File: config.mk
export PLATFORM = sky130hd
export DESIGN_NAME = regfile_wb_ctrl
export DESIGN_NICKNAME = d
export VERILOG_FILES = /design/src/rtl/wb_pkg.sv /design/src/rtl/rr_arbiter.sv /design/src/rtl/regfile_wb_ctrl.sv
export SDC_FILE = /design/constraint.sdc
export NUM_CORES = 1
export LEC_CHECK = 0
export CORE_AREA = 2 2 91 111
export CTS_BUF_LIST = sky130_fd_sc_hd__clkbuf_2 sky130_fd_sc_hd__clkbuf_4 sky130_fd_sc_hd__clkbuf_8
export CTS_CLUSTER_DIAMETER = 50
export DETAILED_ROUTE_END_ITERATION = 8
export DIE_AREA = 0 0 93 113
export PLACE_DENSITY = 0.87
export SLEW_MARGIN = 20
export SYNTH_ARGS = -nofsm -noshare
export SYNTH_HDL_FRONTEND = slang
export SYNTH_HIERARCHICAL = 1
export SYNTH_SLANG_ARGS = --single-unit
export TNS_END_PERCENT = 5
File: constraint.sdc
create_clock -name clk -period 4.41 [get_ports clk]
set_clock_uncertainty 0.1 [all_clocks]
set_input_delay 0.882 -clock clk [delete_from_list [all_inputs] [get_ports clk]]
set_output_delay 0.882 -clock clk [all_outputs]
set_load 0.005 [all_outputs]
File: src/rtl/wb_pkg.sv
// Shared write-back definitions: register-file geometry and the requester payload.
package wb_pkg;
   localparam int REG_ADDR_W = 5;
   localparam int NUM_REGS   = 32;
   localparam int XLEN_DEF   = 32;

   typedef struct packed {
      logic [REG_ADDR_W-1:0] rd;
      logic [XLEN_DEF-1:0]   data;
   } wb_req_t;
endpackage

File: src/rtl/rr_arbiter.sv
// Round-robin arbiter: one-hot grant searched from last+1, pointer moves on advance.
module rr_arbiter #(
   parameter  int NUM_REQ = 3,
   localparam int IDX_W   = (NUM_REQ > 1) ? $clog2(NUM_REQ) : 1
) (
   input  logic               clk,
   input  logic               rst_n,
   input  logic [NUM_REQ-1:0] valid,
   input  logic               advance,
   output logic [NUM_REQ-1:0] grant,
   output logic [IDX_W-1:0]   grant_idx
);
   logic [IDX_W-1:0] last;
   logic             found;
   int               idx;

   always_comb begin
      grant     = '0;
      grant_idx = '0;
      found     = 1'b0;
      idx       = 0;
      // i runs 1..NUM_REQ so the previous winner is checked last
      for (int i = 1; i <= NUM_REQ; i++) begin
         idx = (int'(last) + i) % NUM_REQ;
         if (!found && valid[idx]) begin
            found      = 1'b1;
            grant[idx] = 1'b1;
            grant_idx  = IDX_W'(idx);
         end
      end
   end

   always_ff @(posedge clk or negedge rst_n) begin
      if (!rst_n)       last <= IDX_W'(NUM_REQ - 1);
      else if (advance) last <= grant_idx;
   end
endmodule

File: src/rtl/regfile_wb_ctrl.sv
// Register-bank write-port arbiter with registered output stage and a
// pending-write scoreboard for read-after-write stalls.
module regfile_wb_ctrl
   import wb_pkg::*;
#(
   parameter  int NUM_REQ = 3,
   parameter  int XLEN    = XLEN_DEF,
   localparam int IDX_W   = (NUM_REQ > 1) ? $clog2(NUM_REQ) : 1
) (
   input  logic                          clk,
   input  logic                          rst_n,
   input  logic [NUM_REQ-1:0]            req_valid_i,
   output logic [NUM_REQ-1:0]            req_ready_o,
   input  logic [NUM_REQ*REG_ADDR_W-1:0] req_rd_i,
   input  logic [NUM_REQ*XLEN-1:0]       req_data_i,
   output logic                          wr_en_o,
   output logic [REG_ADDR_W-1:0]         RD_ADDR_o,
   output logic [XLEN-1:0]               data_o,
   input  logic                          issue_en_i,
   input  logic [REG_ADDR_W-1:0]         issue_rd_i,
   input  logic                          flush_i,
   input  logic [REG_ADDR_W-1:0]         RS1_ADDR_i,
   input  logic [REG_ADDR_W-1:0]         RS2_ADDR_i,
   output logic                          RS1_busy_o,
   output logic                          RS2_busy_o
);
   logic [NUM_REQ-1:0][REG_ADDR_W-1:0] rd_arr;
   logic [NUM_REQ-1:0][XLEN-1:0]       data_arr;
   logic [NUM_REQ-1:0]                 grant;
   logic [IDX_W-1:0]                   grant_idx;
   logic                               xfer;
   logic [REG_ADDR_W-1:0]              sel_rd;
   logic [XLEN-1:0]                    sel_data;
   logic [NUM_REGS-1:0]                busy, busy_nxt;

   assign rd_arr   = req_rd_i;
   assign data_arr = req_data_i;
   assign xfer     = |(req_valid_i & grant);
   assign sel_rd   = rd_arr[grant_idx];
   assign sel_data = data_arr[grant_idx];

   assign req_ready_o = grant;

   rr_arbiter #(.NUM_REQ(NUM_REQ)) u_arb (
      .clk       (clk),
      .rst_n     (rst_n),
      .valid     (req_valid_i),
      .advance   (xfer),
      .grant     (grant),
      .grant_idx (grant_idx)
   );

   // x0 transfers are accepted but never reach the bank
   always_ff @(posedge clk or negedge rst_n) begin
      if (!rst_n) begin
         wr_en_o   <= 1'b0;
         RD_ADDR_o <= '0;
         data_o    <= '0;
      end else if (xfer) begin
         wr_en_o   <= (sel_rd != '0);
         RD_ADDR_o <= sel_rd;
         data_o    <= sel_data;
      end else begin
         wr_en_o   <= 1'b0;
      end
   end

   // Clear on the edge the bank commits; a same-cycle issue re-sets afterwards
   always_comb begin
      busy_nxt = busy;
      if (flush_i)      busy_nxt = '0;
      else if (wr_en_o) busy_nxt[RD_ADDR_o] = 1'b0;
      if (issue_en_i && issue_rd_i != '0) busy_nxt[issue_rd_i] = 1'b1;
      busy_nxt[0] = 1'b0;
   end

   always_ff @(posedge clk or negedge rst_n) begin
      if (!rst_n) busy <= '0;
      else        busy <= busy_nxt;
   end

   assign RS1_busy_o = busy[RS1_ADDR_i];
   assign RS2_busy_o = busy[RS2_ADDR_i];
endmodule

Word level (Yosys, flattened, before mapping)
Cells that the tools add are included.

storage, ports and cells
  register bits after elaboration = 71
  bits of input ports = 133
  output and inout port bits = 43
  logic and storage cells = 82

cells by class
  add/sub/neg operators = 3
  divide/modulo/power cells = 3
  magnitude comparators = 13
  muxes and demuxes = 39
  bitwise gates (word level) = 6
  reductions and logical operators = 13

operators with widths
  cell                   count
  $mux 32                4
  $ge 32x1->1 const B    3
  $lt 32x4->1 const B    3
  $mod 32x3->32 const B  3
  $bmux 32 s2            1
  $and 32x32->32         1
  $not 32->32            1
  $or 32x32->32          1
  $lt 5x6->1 const B     4
  $mux 1                 16
  $bmux 1 s5             2
  $bmux 5 s2             1
  $demux 1 s5            2
  $ge 5x1->1 const B     2
  $reduce_bool 5->1      2
  $mux 3                 3
  $logic_and 1x1->1      8
  $add 2x2->3 const B    2
  $bmux 1 s2             3
  $demux 1 s2            3
  $mux 2                 3
  $or 3x3->3             2
  $mux 5                 1
  $add 2x1->3 const B    1
  other kinds (4)        5

Logic depth before layout (Yosys ltp)
Gate-level depths: netlist (run 1).

  depth in word-level cells = 16
  gate-level depth with buffers = 13

Hierarchy
Netlist (run 1), hierarchy kept.

by module, submodules not included
  module           times used  cells each  area an instance (um2)  sequential area each (um2)
  regfile_wb_ctrl  1           472         4,190.3                 1,726.7
  rr_arbiter       1           45          345.3                   51.3

Worst setup path before layout (run 1)
Ideal clock, no wire load.

  path kind = input to output
  from = in RS1_ADDR_i[0]
  to = out RS1_busy_o
  data arrival time = 1,877 ps
  required time = 3,428 ps
  setup slack = 1,551 ps
  stages = 5
  buffers on the path = 1
  path through = buf_2 > mux4_2 > nand2b_1 > o211ai_1 > nand4_1

on the way
  longest elaborated chain between the ends = 2

ends and longest elaborated chain
  element                       line                   text
  start, declared               regfile_wb_ctrl.sv:22  input logic [REG_ADDR_W-1:0] RS1_ADDR_i,
  $bmux 1 s5                    regfile_wb_ctrl.sv:82  assign RS1_busy_o = busy[RS1_ADDR_i];
  $mux 1 (not written as such)  regfile_wb_ctrl.sv:82
  end, declared                 regfile_wb_ctrl.sv:24  output logic RS1_busy_o,

Every way passes these cells. The select of a mux whose other input is x is not followed.

Worst setup path in the final report (run 1)
  from = in req_valid_i[2]
  to = out req_ready_o[2]

on the way
  longest elaborated chain between the ends = 10
  elaborated cells between the ends (all ways) = 20

ends and longest elaborated chain
  element                                     line                   text
  start, declared                             regfile_wb_ctrl.sv:12  input logic [NUM_REQ-1:0] req_valid_i,
  $bmux 1 s2                                  rr_arbiter.sv:25       if (!found && valid[idx]) begin
  $mux 1 (not written as such) (2 in series)  rr_arbiter.sv:25
  $mux 1                                      rr_arbiter.sv:25
  $logic_not 1->1                             rr_arbiter.sv:25
  $logic_and 1x1->1                           rr_arbiter.sv:25
  $mux 1                                      rr_arbiter.sv:25
  $logic_not 1->1                             rr_arbiter.sv:25
  $logic_and 1x1->1                           rr_arbiter.sv:25
  $mux 3 (*)                                  rr_arbiter.sv:25
  end, declared                               regfile_wb_ctrl.sv:13  output logic [NUM_REQ-1:0] req_ready_o,

Every way passes the cells marked *; elsewhere a longest branch is shown, timed or not. The select of a mux whose other input is x is not followed.

==> qor.csv, run 1 <==
metric,value,unit
status,"finished, final reports clean",
finalNetCount,815,
clock_sinks,71,
ir_drop,0.379,mV
drc,0,
setup_viol,0,
yosysTopAreaCellShare,0.386,
power_density,580,mW/mm^2
place_area,0.00635,sq mm
syn_area,0.00454,sq mm
die_width,93,um
r2r-start,u_arb/last[1],
first_pass_iters,5,
grt-ovfl-total,0,
critPathKind,input pin to output pin,
grt_pass1_wl,24500,um
finalPower,3.80,mW
cts_hold_buf,0,
wl_per_cell,18.9,um
wl,15200,um
final_common_cell,clkdlybuf4s50_1,
dieArea,0.0105,sq mm
ant_nets,0,
nFillCells,729,
clk_latency,0.35,ns
htreeDepth,3,
cts_tree,done,
die_y,113,um
tightest_slew,0.995,ns
fin_tns_setup,0,ns
drive_gt1_frac,0.0630,
postCtsSetupBuffers,0,
utilization,0.700,
placeableCoreArea,0.00937,sq mm
via_per_inst,5.77,
rsz0062_at_grt,no,
pre_cts_ws,0.496,ns
syn_avg_cell_area,8.77,sq um
period_share,0.894,
design_area,0.00655,sq mm
timing.hold.ws,0.430,ns
cts_resized,0,
via_count,4656,
async_flop_share,1.00,
ys.flop_type,dfrtp_1,
cp-startpoint,req_valid_i[2],
multi_input_area,0.00260,sq mm
regArea,0.00178,sq mm
start_kind,input pin,
postLayoutSetupSlackWorst,0.466,ns
drv_cap,0,
synthCells,517,
grt_pass1_vias,4958,
clock_path_buffers,2,
p_leak,2.63,nW
numPortBuffers,175,
path_max_fanout,8,
required,3.43,ns
yosys.cell_types.count,44,
track_usage,0.299,
grt_max_degree,42,
start_util,0.484,
drt_iter0_drc,306,
synth_fp_nets,654,
maxSlewViolCount,0,
fin_cells,807,
yosysSeqAreaShare,0.392,
min_period,3.94,ns
io_pins,176,
ys_warn_count,6,
relSlewSlack,0.335,
clock-root-buffer,clkbuf_8,
mostFrequentLayoutCells,"clkdlybuf4s50_1 (174), nor2_1 (77), a21oi_1 (73)",
path_clk_slew,0.07,ns
rows,39,
arrival,2.96,ns
synth_edf_count,0,
hp-class,register to register,
crit_path_end_kind,output pin,
synth_seq_cells,71,
min_from,data_o[14],
ys_top_cells_by_area,"dfrtp_1 (39%), mux2i_1 (13%), a21oi_1 (8.1%), nor2_1 (6.4%), o21ai_0 (5.2%)",
hold_viol,0,
routabilityCongestion,1.01,
max_freq,0.254,GHz
syn2layout_area_growth,44.5,%
dp.cells,790,
antenna_found_initial,3,
yosysTopAreaCell,dfrtp_1,
dp_hpwl,11600,um
cts_buffers,9,
[registers in the layout (all words and copies together), names as in the netlist]
register and count:
data_o 32, u_arb/last 2, RD_ADDR_o 5, busy 31, wr_en_o 1
[final timing paths]
path                             endpoint  slack (ns)  depth (start not counted)
min reg2reg                    data_o[14]        0.43                          2
max in group asynchronous        busy[11]        2.70                          2
min                            data_o[14]        0.43                          2
min in group asynchronous         busy[3]        0.57                          1
max reg2reg                     data_o[9]        1.25                         11
max                        req_ready_o[2]        0.47                          6
[area by class of cell]
class,count,share of cell area
sequential,71,0.271
clock buffer,12,0.0233
antenna,1,0.000382
tap,123,0.0235
timing repair buffer,182,0.275
clock inverter,4,0.00687
multi-input combinational,407,0.396
inverter,7,0.00401
[where the power goes]
group          internal [mW]  total (mW)  leakage [nW]  switching, mW
clock                  0.287       0.523         0.107          0.236
sequential             0.871        1.06         0.883          0.190
combinational           1.05        2.22          1.64           1.17
[Yosys cell counts, types with 4 or more instances]
library cell / number
nor2_1: 77
a21oi_1: 73
dfrtp_1: 70
mux2i_1: 57
o21ai_0: 47
nand2_1: 26
nand3b_1: 26
nor2b_1: 21
clkbuf_1: 15
nand3_1: 13
buf_2: 8
inv_1: 7
mux4_2: 6
nand2b_1: 6
a22oi_1: 5
buf_1: 5
mux2_2: 5
ha_1: 4
nor3b_1: 4
o2bb2ai_1: 4
[cell families after synthesis]
| kind of cell | Yosys count | share of synthesized area |
|---|---|---|
| flops | 71 | 0.392 |
| compound gates | 148 | 0.183 |
| mux | 68 | 0.168 |
| simple gates | 187 | 0.209 |
| buf+inv | 39 | 0.0372 |
| fa+ha+maj | 4 | 0.0110 |
[critical path, cell delays in order]
cell and delay (ns):
clkdlybuf4s50_1 0.55, a22o_1 0.25, a211oi_2 0.27, nor2_1 0.08, o31ai_1 0.35, clkdlybuf4s50_1 0.59
[metal layers]
layer  track usage  vias to the layer above  wire length [um]
met1         0.344                     2185              5710
met4         0.140                        4               502
met3         0.105                       42              1700
met5             0                        -                31
li1              -                     2179                 -
met2         0.499                      246              7290
Note: power is estimated with default switching activity, not from simulation.
==> inputs of run 2 (changes only) <==
GPL_TIMING_DRIVEN = 0   (was not set)
==> run 2 against run 1 <==
Die area is the same. Sequential share of layout area shrank 0.16 points. Cell area grew 0.61%. Count of clock-buffer cells in the layout shrank 1. Core utilization grew 0.43 points. Highest routed layer unchanged. Wire length grew 1.9%. Critical path depth is the same. Combinational power grew 6%. Largest cell class unchanged. Non-clock buffer count grew 22. First-iteration DRC count grew 31%. Sequential cell count is the same.
==> qor.csv, run 2 (same netlist as run 1, synthesis figures left out) <==
metric,value,unit,change
routabilityCongestion,1.02,,+0.97%
path_max_fanout,8,,unchanged
path_clk_slew,0.07,ns,about the same
die_y,113,um,unchanged
required,3.43,ns,about the same
utilization,0.704,,+0.00427
start_kind,input pin,,
grt_max_degree,59,,+40%
syn2layout_area_growth,45.4,%,
route.met2.wl,7700,um,+5.6%
final_common_cell,clkdlybuf4s50_1,,
drt-met1-wl,5730,um,+0.30%
ant_nets,0,,unchanged
dieArea,0.0105,sq mm,unchanged
relSlewSlack,0.592,,+0.258
cts_buffers,9,,unchanged
drive_gt1_frac,0.0639,,+0.000963
clock_path_buffers,2,,unchanged
setup_viol,0,,unchanged
period_share,0.923,,+0.0285
clock_sinks,71,,unchanged
die_width,93,um,unchanged
drt_iter0_drc,400,,+31%
dp_hpwl,12000,um,+3.4%
clk_latency,0.34,ns,about the same
arrival,3.09,ns,+0.13 ns
grt_pass1_wl,24500,um,about the same
path_common_cell,clkdlybuf4s50_1,,
rsz0062_at_grt,no,,
routed.top_layer,met5,,
io_pins,176,,unchanged
drv_cap,0,,unchanged
finalPower,3.84,mW,+1.0%
power_density,582,mW/mm^2,+0.40%
cts_hold_buf,0,,unchanged
design_area,0.00659,sq mm,+0.61%
via_per_inst,5.89,,+2.2%
grt_pass1_vias,4949,,-0.18%
num_antenna_cells,0,,-1
track_usage,0.299,,-0.000577
place_area,0.00643,sq mm,+1.1%
crit_path_end_kind,output pin,,
critPathKind,input pin to output pin,,
largest_register,data_o,,
p_leak,2.65,nW,+0.77%
crit_buf_inv,2,,unchanged
fin_cells,827,,+2.5%
finalNetCount,837,,+2.7%
htreeDepth,3,,unchanged
drc,0,,unchanged
start_util,0.484,,unchanged
r2r-start,u_arb/last[1],,
via_count,4875,,+4.7%
slowest_delay,0.58,ns,about the same
wl_met3,1570,um,-7.7%
placeableCoreArea,0.00937,sq mm,unchanged
dp.cells,812,,+2.8%
slowest_stage,clkdlybuf4s50_1,,
hp-class,input pin to async pin,,
reg.largest.list,"data_o (32), busy (31), RD_ADDR_o (5)",,
rows,39,,unchanged
antenna_found_initial,1,,-2
clock-root-buffer,clkbuf_8,,
first_pass_iters,5,,unchanged
max_freq,0.246,GHz,-3.1%
ir_drop,0.406,mV,+7.1%
postCtsSetupBuffers,0,,unchanged
min_period,4.07,ns,+0.126 ns
wl_per_cell,18.8,um,-0.54%
status,"finished, final reports clean",,
grt-ovfl-total,0,,unchanged
hold_viol,0,,unchanged
largest_reg_flops,32,,unchanged
mostFrequentLayoutCells,"clkdlybuf4s50_1 (170), nor2_1 (77), a21oi_1 (73)",,
cts_resized,0,,unchanged
tightest_slew,0.611,ns,-0.383 ns
wl,15500,um,+1.9%
cts_tree,done,,
path_cells,clkdlybuf4s50_1 -> a22o_1 -> a211oi_2 -> nor2_1 -> o31ai_1 -> clkdlybuf4s50_1,,
numPortBuffers,171,,-2.3%
maxSlewViolCount,0,,unchanged
cp_top_family,buffers and inverters,,
cp-startpoint,req_valid_i[2],,
==> run 2: changes by cell type in the layout (fill, tap and decap cells not counted), moves of 2 or more <==
cell / previous run / this run
buf_1: 0 / 5
clkbuf_1: 0 / 15
buf_2: 1 / 8
buf_4: 7 / 4
clkdlybuf4s50_1: 174 / 170
nand2_2: 2 / 0
nand2_1: 24 / 26
==> run 2: layer usage <==
metal / up-vias / GRT usage
li1: 2212 / -
met1: 2333 / 0.354
met2: 285 / 0.507
met3: 43 / 0.0779
met4: 2 / 0.136
met5: - / 0
==> run 2: cell type report <==
class                   count  area [sq um]
clock buffers              11           145
plain buffers              32           143
well taps                 123           154
flip-flops and latches     71          1780
fillers                   745          2780
clock inverters             4          22.5
inverters                   7          26.3
multi-input cells         407          2590
repair buffers            172          1740
==> run 2: report_power, final <==
| group | internal [mW] | switching [mW] |
|---|---|---|
| combinational | 1.07 | 1.28 |
| sequential | 0.872 | 0.156 |
| clock | 0.220 | 0.239 |
| total | 2.16 | 1.68 |
==> run 2: final timing paths <==
path,slack [ns],endpoint,cells past startpoint
worst max-delay path,0.34,req_ready_o[2],6
min in group clk,0.43,u_arb/last[1],2
worst min-delay path,0.30,busy[2],1
worst max register to register,0.94,data_o[3],11
max in group asynchronous,3.33,u_arb/last[1],2
worst min register to register,0.43,u_arb/last[1],2
==> run 2: stage by stage <==
step                      hold slack [ns]  setup WS, ns  TNS, ns
after floorplan                     0.387          1.55        0
after global placement              0.408       -0.0389    -2.37
after detailed placement            0.416         0.406        0
after CTS                           0.281         0.417        0
after global routing                0.279         0.255        0
final                               0.295         0.340        0
